**src/rtl/clock_panel.sv**
```systemverilog
// clock_panel: front-panel controls for a clock generator.
// Four raw pushbuttons are synchronized and debounced.
// Manual drives the manual clock level.
// Mode cycles a 2-bit clock-mode select and emits a capture strobe.
// Up/down adjust an 8-bit divider limit, with hold-to-auto-repeat.
module clock_panel #(
   parameter logic [15:0] DEBOUNCE_CYCLES = 16'd50000,
   parameter logic [23:0] HOLD_CYCLES     = 24'd5000000,
   parameter logic [23:0] REPEAT_CYCLES   = 24'd1000000,
   parameter logic [7:0]  LIMIT_INIT      = 8'd10
) (
   input  logic       iClock,
   input  logic       iReset,
   input  logic       iManualButton,
   input  logic       iModeButton,
   input  logic       iUpButton,
   input  logic       iDownButton,
   output logic       oManualClock,
   output logic [1:0] oState,
   output logic       oStateStrobe,
   output logic [7:0] oLimit
);

   // Button index map used by all per-button vectors
   localparam int B_MAN  = 0;
   localparam int B_MODE = 1;
   localparam int B_UP   = 2;
   localparam int B_DN   = 3;

   // Limit auto-repeat FSM encoding
   localparam logic [1:0] S_IDLE   = 2'd0;
   localparam logic [1:0] S_HOLD   = 2'd1;
   localparam logic [1:0] S_REPEAT = 2'd2;

   logic [3:0]       r_sync1;
   logic [3:0]       r_sync2;
   logic [3:0]       r_deb;
   logic [3:0]       r_deb_d;
   logic [3:0]       r_press;
   logic [3:0][15:0] r_dcnt;

   logic             r_manual;
   logic [1:0]       r_state;
   logic             r_strobe;

   logic [1:0]       r_fsm;
   logic             r_dir_up;
   logic [23:0]      r_hcnt;
   logic             r_rep_up;
   logic             r_rep_dn;
   logic [7:0]       r_limit;

   logic             w_up;
   logic             w_dn;
   logic             w_one;
   logic             w_qual;
   logic             w_inc;
   logic             w_dec;

   // Two-flop synchronizer for the asynchronous buttons
   always_ff @(posedge iClock) begin
      if (iReset) begin
         r_sync1 <= '0;
         r_sync2 <= '0;
      end else begin
         r_sync1 <= {iDownButton, iUpButton, iModeButton, iManualButton};
         r_sync2 <= r_sync1;
      end
   end

   // Debounce: accept a new level after DEBOUNCE_CYCLES consecutive differing samples;
   // the counter restarts at zero after it fires, so it can never wrap
   always_ff @(posedge iClock) begin
      if (iReset) begin
         r_deb  <= '0;
         r_dcnt <= '0;
      end else begin
         for (int i = 0; i < 4; i++) begin
            if (r_sync2[i] == r_deb[i]) begin
               r_dcnt[i] <= '0;
            end else if (r_dcnt[i] == DEBOUNCE_CYCLES - 16'd1) begin
               r_deb[i]  <= r_sync2[i];
               r_dcnt[i] <= '0;
            end else begin
               r_dcnt[i] <= r_dcnt[i] + 16'd1;
            end
         end
      end
   end

   // Registered rising-edge detect of the debounced levels gives the press pulses
   always_ff @(posedge iClock) begin
      if (iReset) begin
         r_deb_d <= '0;
         r_press <= '0;
      end else begin
         r_deb_d <= r_deb;
         r_press <= r_deb & ~r_deb_d;
      end
   end

   // Manual clock is simply the debounced level, registered once more
   always_ff @(posedge iClock) begin
      if (iReset) r_manual <= 1'b0;
      else        r_manual <= r_deb[B_MAN];
   end

   // Mode select advances on each mode press; strobe marks the cycle of the new value
   always_ff @(posedge iClock) begin
      if (iReset) begin
         r_state  <= 2'b00;
         r_strobe <= 1'b0;
      end else begin
         r_strobe <= r_press[B_MODE];
         if (r_press[B_MODE]) r_state <= r_state + 2'd1;
      end
   end

   assign w_up   = r_deb[B_UP];
   assign w_dn   = r_deb[B_DN];
   assign w_one  = w_up ^ w_dn;
   // Still holding the same single button that started the hold
   assign w_qual = r_dir_up ? (w_up & ~w_dn) : (w_dn & ~w_up);

   // Hold/auto-repeat FSM: one step after HOLD_CYCLES, then one per REPEAT_CYCLES
   always_ff @(posedge iClock) begin
      if (iReset) begin
         r_fsm    <= S_IDLE;
         r_dir_up <= 1'b0;
         r_hcnt   <= '0;
         r_rep_up <= 1'b0;
         r_rep_dn <= 1'b0;
      end else begin
         r_rep_up <= 1'b0;
         r_rep_dn <= 1'b0;
         case (r_fsm)
            S_IDLE: begin
               r_hcnt <= '0;
               if (w_one) begin
                  r_fsm    <= S_HOLD;
                  r_dir_up <= w_up;
               end
            end
            S_HOLD: begin
               if (!w_qual) begin
                  r_fsm  <= S_IDLE;
                  r_hcnt <= '0;
               end else if (r_hcnt == HOLD_CYCLES - 24'd1) begin
                  r_fsm    <= S_REPEAT;
                  r_hcnt   <= '0;
                  r_rep_up <= r_dir_up;
                  r_rep_dn <= ~r_dir_up;
               end else begin
                  r_hcnt <= r_hcnt + 24'd1;
               end
            end
            S_REPEAT: begin
               if (!w_qual) begin
                  r_fsm  <= S_IDLE;
                  r_hcnt <= '0;
               end else if (r_hcnt == REPEAT_CYCLES - 24'd1) begin
                  r_hcnt   <= '0;
                  r_rep_up <= r_dir_up;
                  r_rep_dn <= ~r_dir_up;
               end else begin
                  r_hcnt <= r_hcnt + 24'd1;
               end
            end
            default: begin
               r_fsm  <= S_IDLE;
               r_hcnt <= '0;
            end
         endcase
      end
   end

   assign w_inc = r_press[B_UP] | r_rep_up;
   assign w_dec = r_press[B_DN] | r_rep_dn;

   // Limit update, saturating in 1..255; simultaneous up and down cancel
   always_ff @(posedge iClock) begin
      if (iReset) begin
         r_limit <= LIMIT_INIT;
      end else if (w_inc && !w_dec && r_limit != 8'd255) begin
         r_limit <= r_limit + 8'd1;
      end else if (w_dec && !w_inc && r_limit > 8'd1) begin
         r_limit <= r_limit - 8'd1;
      end
   end

   assign oManualClock = r_manual;
   assign oState       = r_state;
   assign oStateStrobe = r_strobe;
   assign oLimit       = r_limit;

endmodule

```
**config.mk**
```make
export PLATFORM = sky130hd
export DESIGN_NAME = clock_panel
export DESIGN_NICKNAME = d
export VERILOG_FILES = /design/src/rtl/clock_panel.sv
export SDC_FILE = /design/constraint.sdc
export NUM_CORES = 1
export LEC_CHECK = 0
export ABC_AREA = 0
export BUFFER_PORTS_ARGS = -buffer_cell sky130_fd_sc_hd__buf_4
export CAP_MARGIN = 10
export CORE_MARGIN = 4
export CORE_UTILIZATION = 55
export CTS_BUF_LIST = sky130_fd_sc_hd__clkbuf_16
export DETAILED_ROUTE_END_ITERATION = 8
export PLACE_DENSITY = 0.69
export SKIP_LAST_GASP = 1
export SLEW_MARGIN = 20
export SYNTH_ARGS = -nofsm -noshare
export SYNTH_HDL_FRONTEND = slang
export SYNTH_SLANG_ARGS = --single-unit
export TNS_END_PERCENT = 30
```
**constraint.sdc**
```tcl
create_clock -name iClock -period 4.4 [get_ports iClock]
set_input_delay 0.44 -clock iClock [delete_from_list [all_inputs] [get_ports iClock]]
set_output_delay 0.44 -clock iClock [all_outputs]
set_load 0.03 [all_outputs]
```
==> metrics <==
initial antenna violation count 0; synthesized instance count roughly 610; number of placement rows 35; count of different cell masters after synthesis a little under 50; Netlist Area Pre-Place 0.00540 mm2; Reg clk slew, reported paths ~0.050 ns; Layout Cells excl Fill ~770; crit start category flop; Fill cells 809; RSZ-0062 raised after global routing no; Initial Util 0.573; crit-path cells or4_1 -> or4_4 -> o31a_1 -> a2bb2oi_4 -> nor2_1; Cell Area, Placed between 0.005 and 0.006 mm2; die area between 0.01 and 0.015 mm2; core box area 0.00942 mm2; hpwl dp between 6000 and 7000 um; largest net degree at the start of global routing 42; critical path class flop to flop; Worst Path Required about 4.7 ns; power share of the clock group 0.522; yosys warns 0; Slowest-stage cell, CP or4_1; clock root cell clkbuf_16; Post-Syn Nets between 600 and 700; Die W approximately 110 um; sw frac 0.196; layout cell share with drive strength beyond 1 0.0839; clk_lat worst skew roughly 0.40 ns; leading area contributor after synthesis dfxtp_1; dominant synthesized flop cell dfxtp_1; share of async-settable or async-resettable flops after synthesis 0; P_leak approximately 2.1 nW; top post-synthesis cells by count 123 x dfxtp_1, 122 x nor2_1, 44 x xnor2_1; H-tree levels 4; Gate power share 0.012; crit path buf inv count 0; net switching power approximately 0.47 mW; Routed WL between 9000 and 10000 um; clock buffer depth 2; EDFF count, synth 0; TritonCTS clock tree built; mean post-synth cell area 8.84 um2; total number of vias about 4.1k; Sequential Power Share 0.466; grt total ovfl 0; cts repair resizes 0; CP Data Arrival Time roughly 2.8 ns; actual slew at the worst max-slew pin around 0.82 ns; met1 usage 0.233; GPL Wtd Cong roughly 0.82; post-route cell area roughly 0.0062 mm2; hold slack 0.261 ns; max-cap viol count 0; count leader, synth dfxtp_1; Seq/Total Area, Yosys 0.456; fin crit period roughly 2.5 ns; nets@finish about 650; Internal approximately 1.9 mW; hold_buf cts 0; Slew Limit Fails 0; top cell type's share of synthesized area 0.456; Area growth syn-to-layout 14.0%; post-CTS setup buffers 0; die height 107 um; initial drt markers roughly 160; number of global-route vias before repair slightly below 4k; Synth Register Bits approximately 120; WL/cell 12.3 um; clock sinks about 120; Via density around 5.3; DRT antenna net count 0; Slew Limit Headroom 0.450; f_max ~0.40 GHz; crit-path leading delay family simple AND/OR/NAND/NOR gates; Cell Pwr Density 392 mW/mm2; Worst Hold Class input pin to flop; ANT cells 0; Tcrit/Tclk final 0.572; max incr delay on CP between 0.5 and 0.6 ns; DRC Markers 0; largest cells by area after synthesis dfxtp_1 46%, nor2_1 8.5%, xnor2_1 7.1%; first-pass GRT wire length roughly 17000 um; outcome completed; M2 GR Usage 0.290; placed insts 742; GRT Overall Usage 0.181; io pins 18; final core occ 0.654; Num CTS Buffers 17; critical path capture point type flop; peak supply drop roughly 0.30 mV; grt peak-use layer met2; final setup vio count 0; met3 Resource Use GR 0.0638; Port-buffer cells 17; Setup Skew ~0.008 ns; final setup TNS 0 ns; 1st-pass router iterations 4; highest net fanout along the worst path 24; final hold violation count 0
## power by group through the flow
stage                     Combinational [mW]  Sequential (mW)  Clock [mW]
after detailed placement              0.0297             1.15           0
after floorplan                       0.0221             1.15           0
after global placement                0.0293             1.15           0
after CTS                             0.0300             1.12        1.29
final                                 0.0292             1.12        1.26
after global routing                  0.0337             1.12        1.35
## cells by family (layout without fill, tap and decap cells)
| group | count (synthesis) | in the layout | synth area share |
|---|---|---|---|
| adders and majority gates | 13 | 13 | 0.0301 |
| buffers and inverters | 34 | 67 | 0.0269 |
| and+or+nand+nor | 321 | 321 | 0.296 |
| muxes | 9 | 9 | 0.0171 |
| xor gates and xnor gates | 85 | 85 | 0.138 |
| DFF | 123 | 123 | 0.456 |
| AOI/OAI and AO/OA | 26 | 26 | 0.0362 |
## per-stage QoR
stage	power [mW]	worst slack, ns
5_1_grt	2.51	1.70
6_report	2.41	1.88
3_3_place_gp	1.18	1.95
2_1_floorplan	1.17	2.20
3_5_place_dp	1.18	1.87
4_1_cts	2.44	1.84
## per-layer routing
layer	part of all wire	routed length [um]
met1	0.50	4720
met2	0.46	4360
met3	0.037	347
met4	0.0063	60
met5	0	0
## worst paths after layout
| path | startpoint | endpoint | slack [ns] | cells past startpoint |
|---|---|---|---|---|
| max | r_hcnt[7] | r_hcnt[8] | 1.88 | 5 |
| min | iUpButton | r_sync1[2] | 0.26 | 2 |
| max reg2reg | r_hcnt[7] | r_hcnt[8] | 1.88 | 5 |
| min reg2reg | r_deb_d[2] | r_press[2] | 0.39 | 1 |
## layout make-up
type	count	area (um2)	share of cell area
multi-input combinational	454	2790	0.453
sequential	123	2460	0.400
clock buffer	17	425	0.0691
tap	129	161	0.0262
timing repair buffer	17	128	0.0207
clock inverter	14	116	0.0189
inverter	19	71.3	0.0116
## registers in the layout (all words and copies together), names as in the netlist, 2 cells and up
| name | cells |
|---|---|
| r_sync1 | 4 |
| oState | 2 |
| r_fsm | 2 |
| r_sync2 | 4 |
| r_deb_d | 4 |
| r_press | 3 |
| r_deb | 4 |
| r_dcnt | 64 |
| r_hcnt | 24 |
| oLimit | 8 |
## layout by cell type (no fill, tap or decap), types with 2 or more instances in the layout
cell type	synthesis	routed
dfxtp_1	123	123
nor2_1	122	122
xnor2_1	44	44
xor2_1	41	41
nand3_1	38	38
nand2_1	35	35
nor3_1	26	26
inv_1	19	23
nand4_1	23	23
clkbuf_16	0	17
buf_4	0	17
nor2b_1	16	16
and3_1	15	15
ha_1	13	13
and4_1	7	7
mux2i_1	7	7
or3_1	6	6
a21oi_1	5	5
nor4_1	5	5
nor4b_1	4	4
or4_1	4	4
o21ai_0	4	4
nand2b_1	4	4
or2_2	4	4
or4b_2	3	3
and2_1	3	3
a211oi_1	3	3
clkinv_1	0	3
clkinv_2	0	3
mux2_2	2	2
a311oi_1	2	2
a31oi_1	2	2
bufinv_16	0	2
clkinvlp_4	0	2
(Power assumes the default switching activity.)
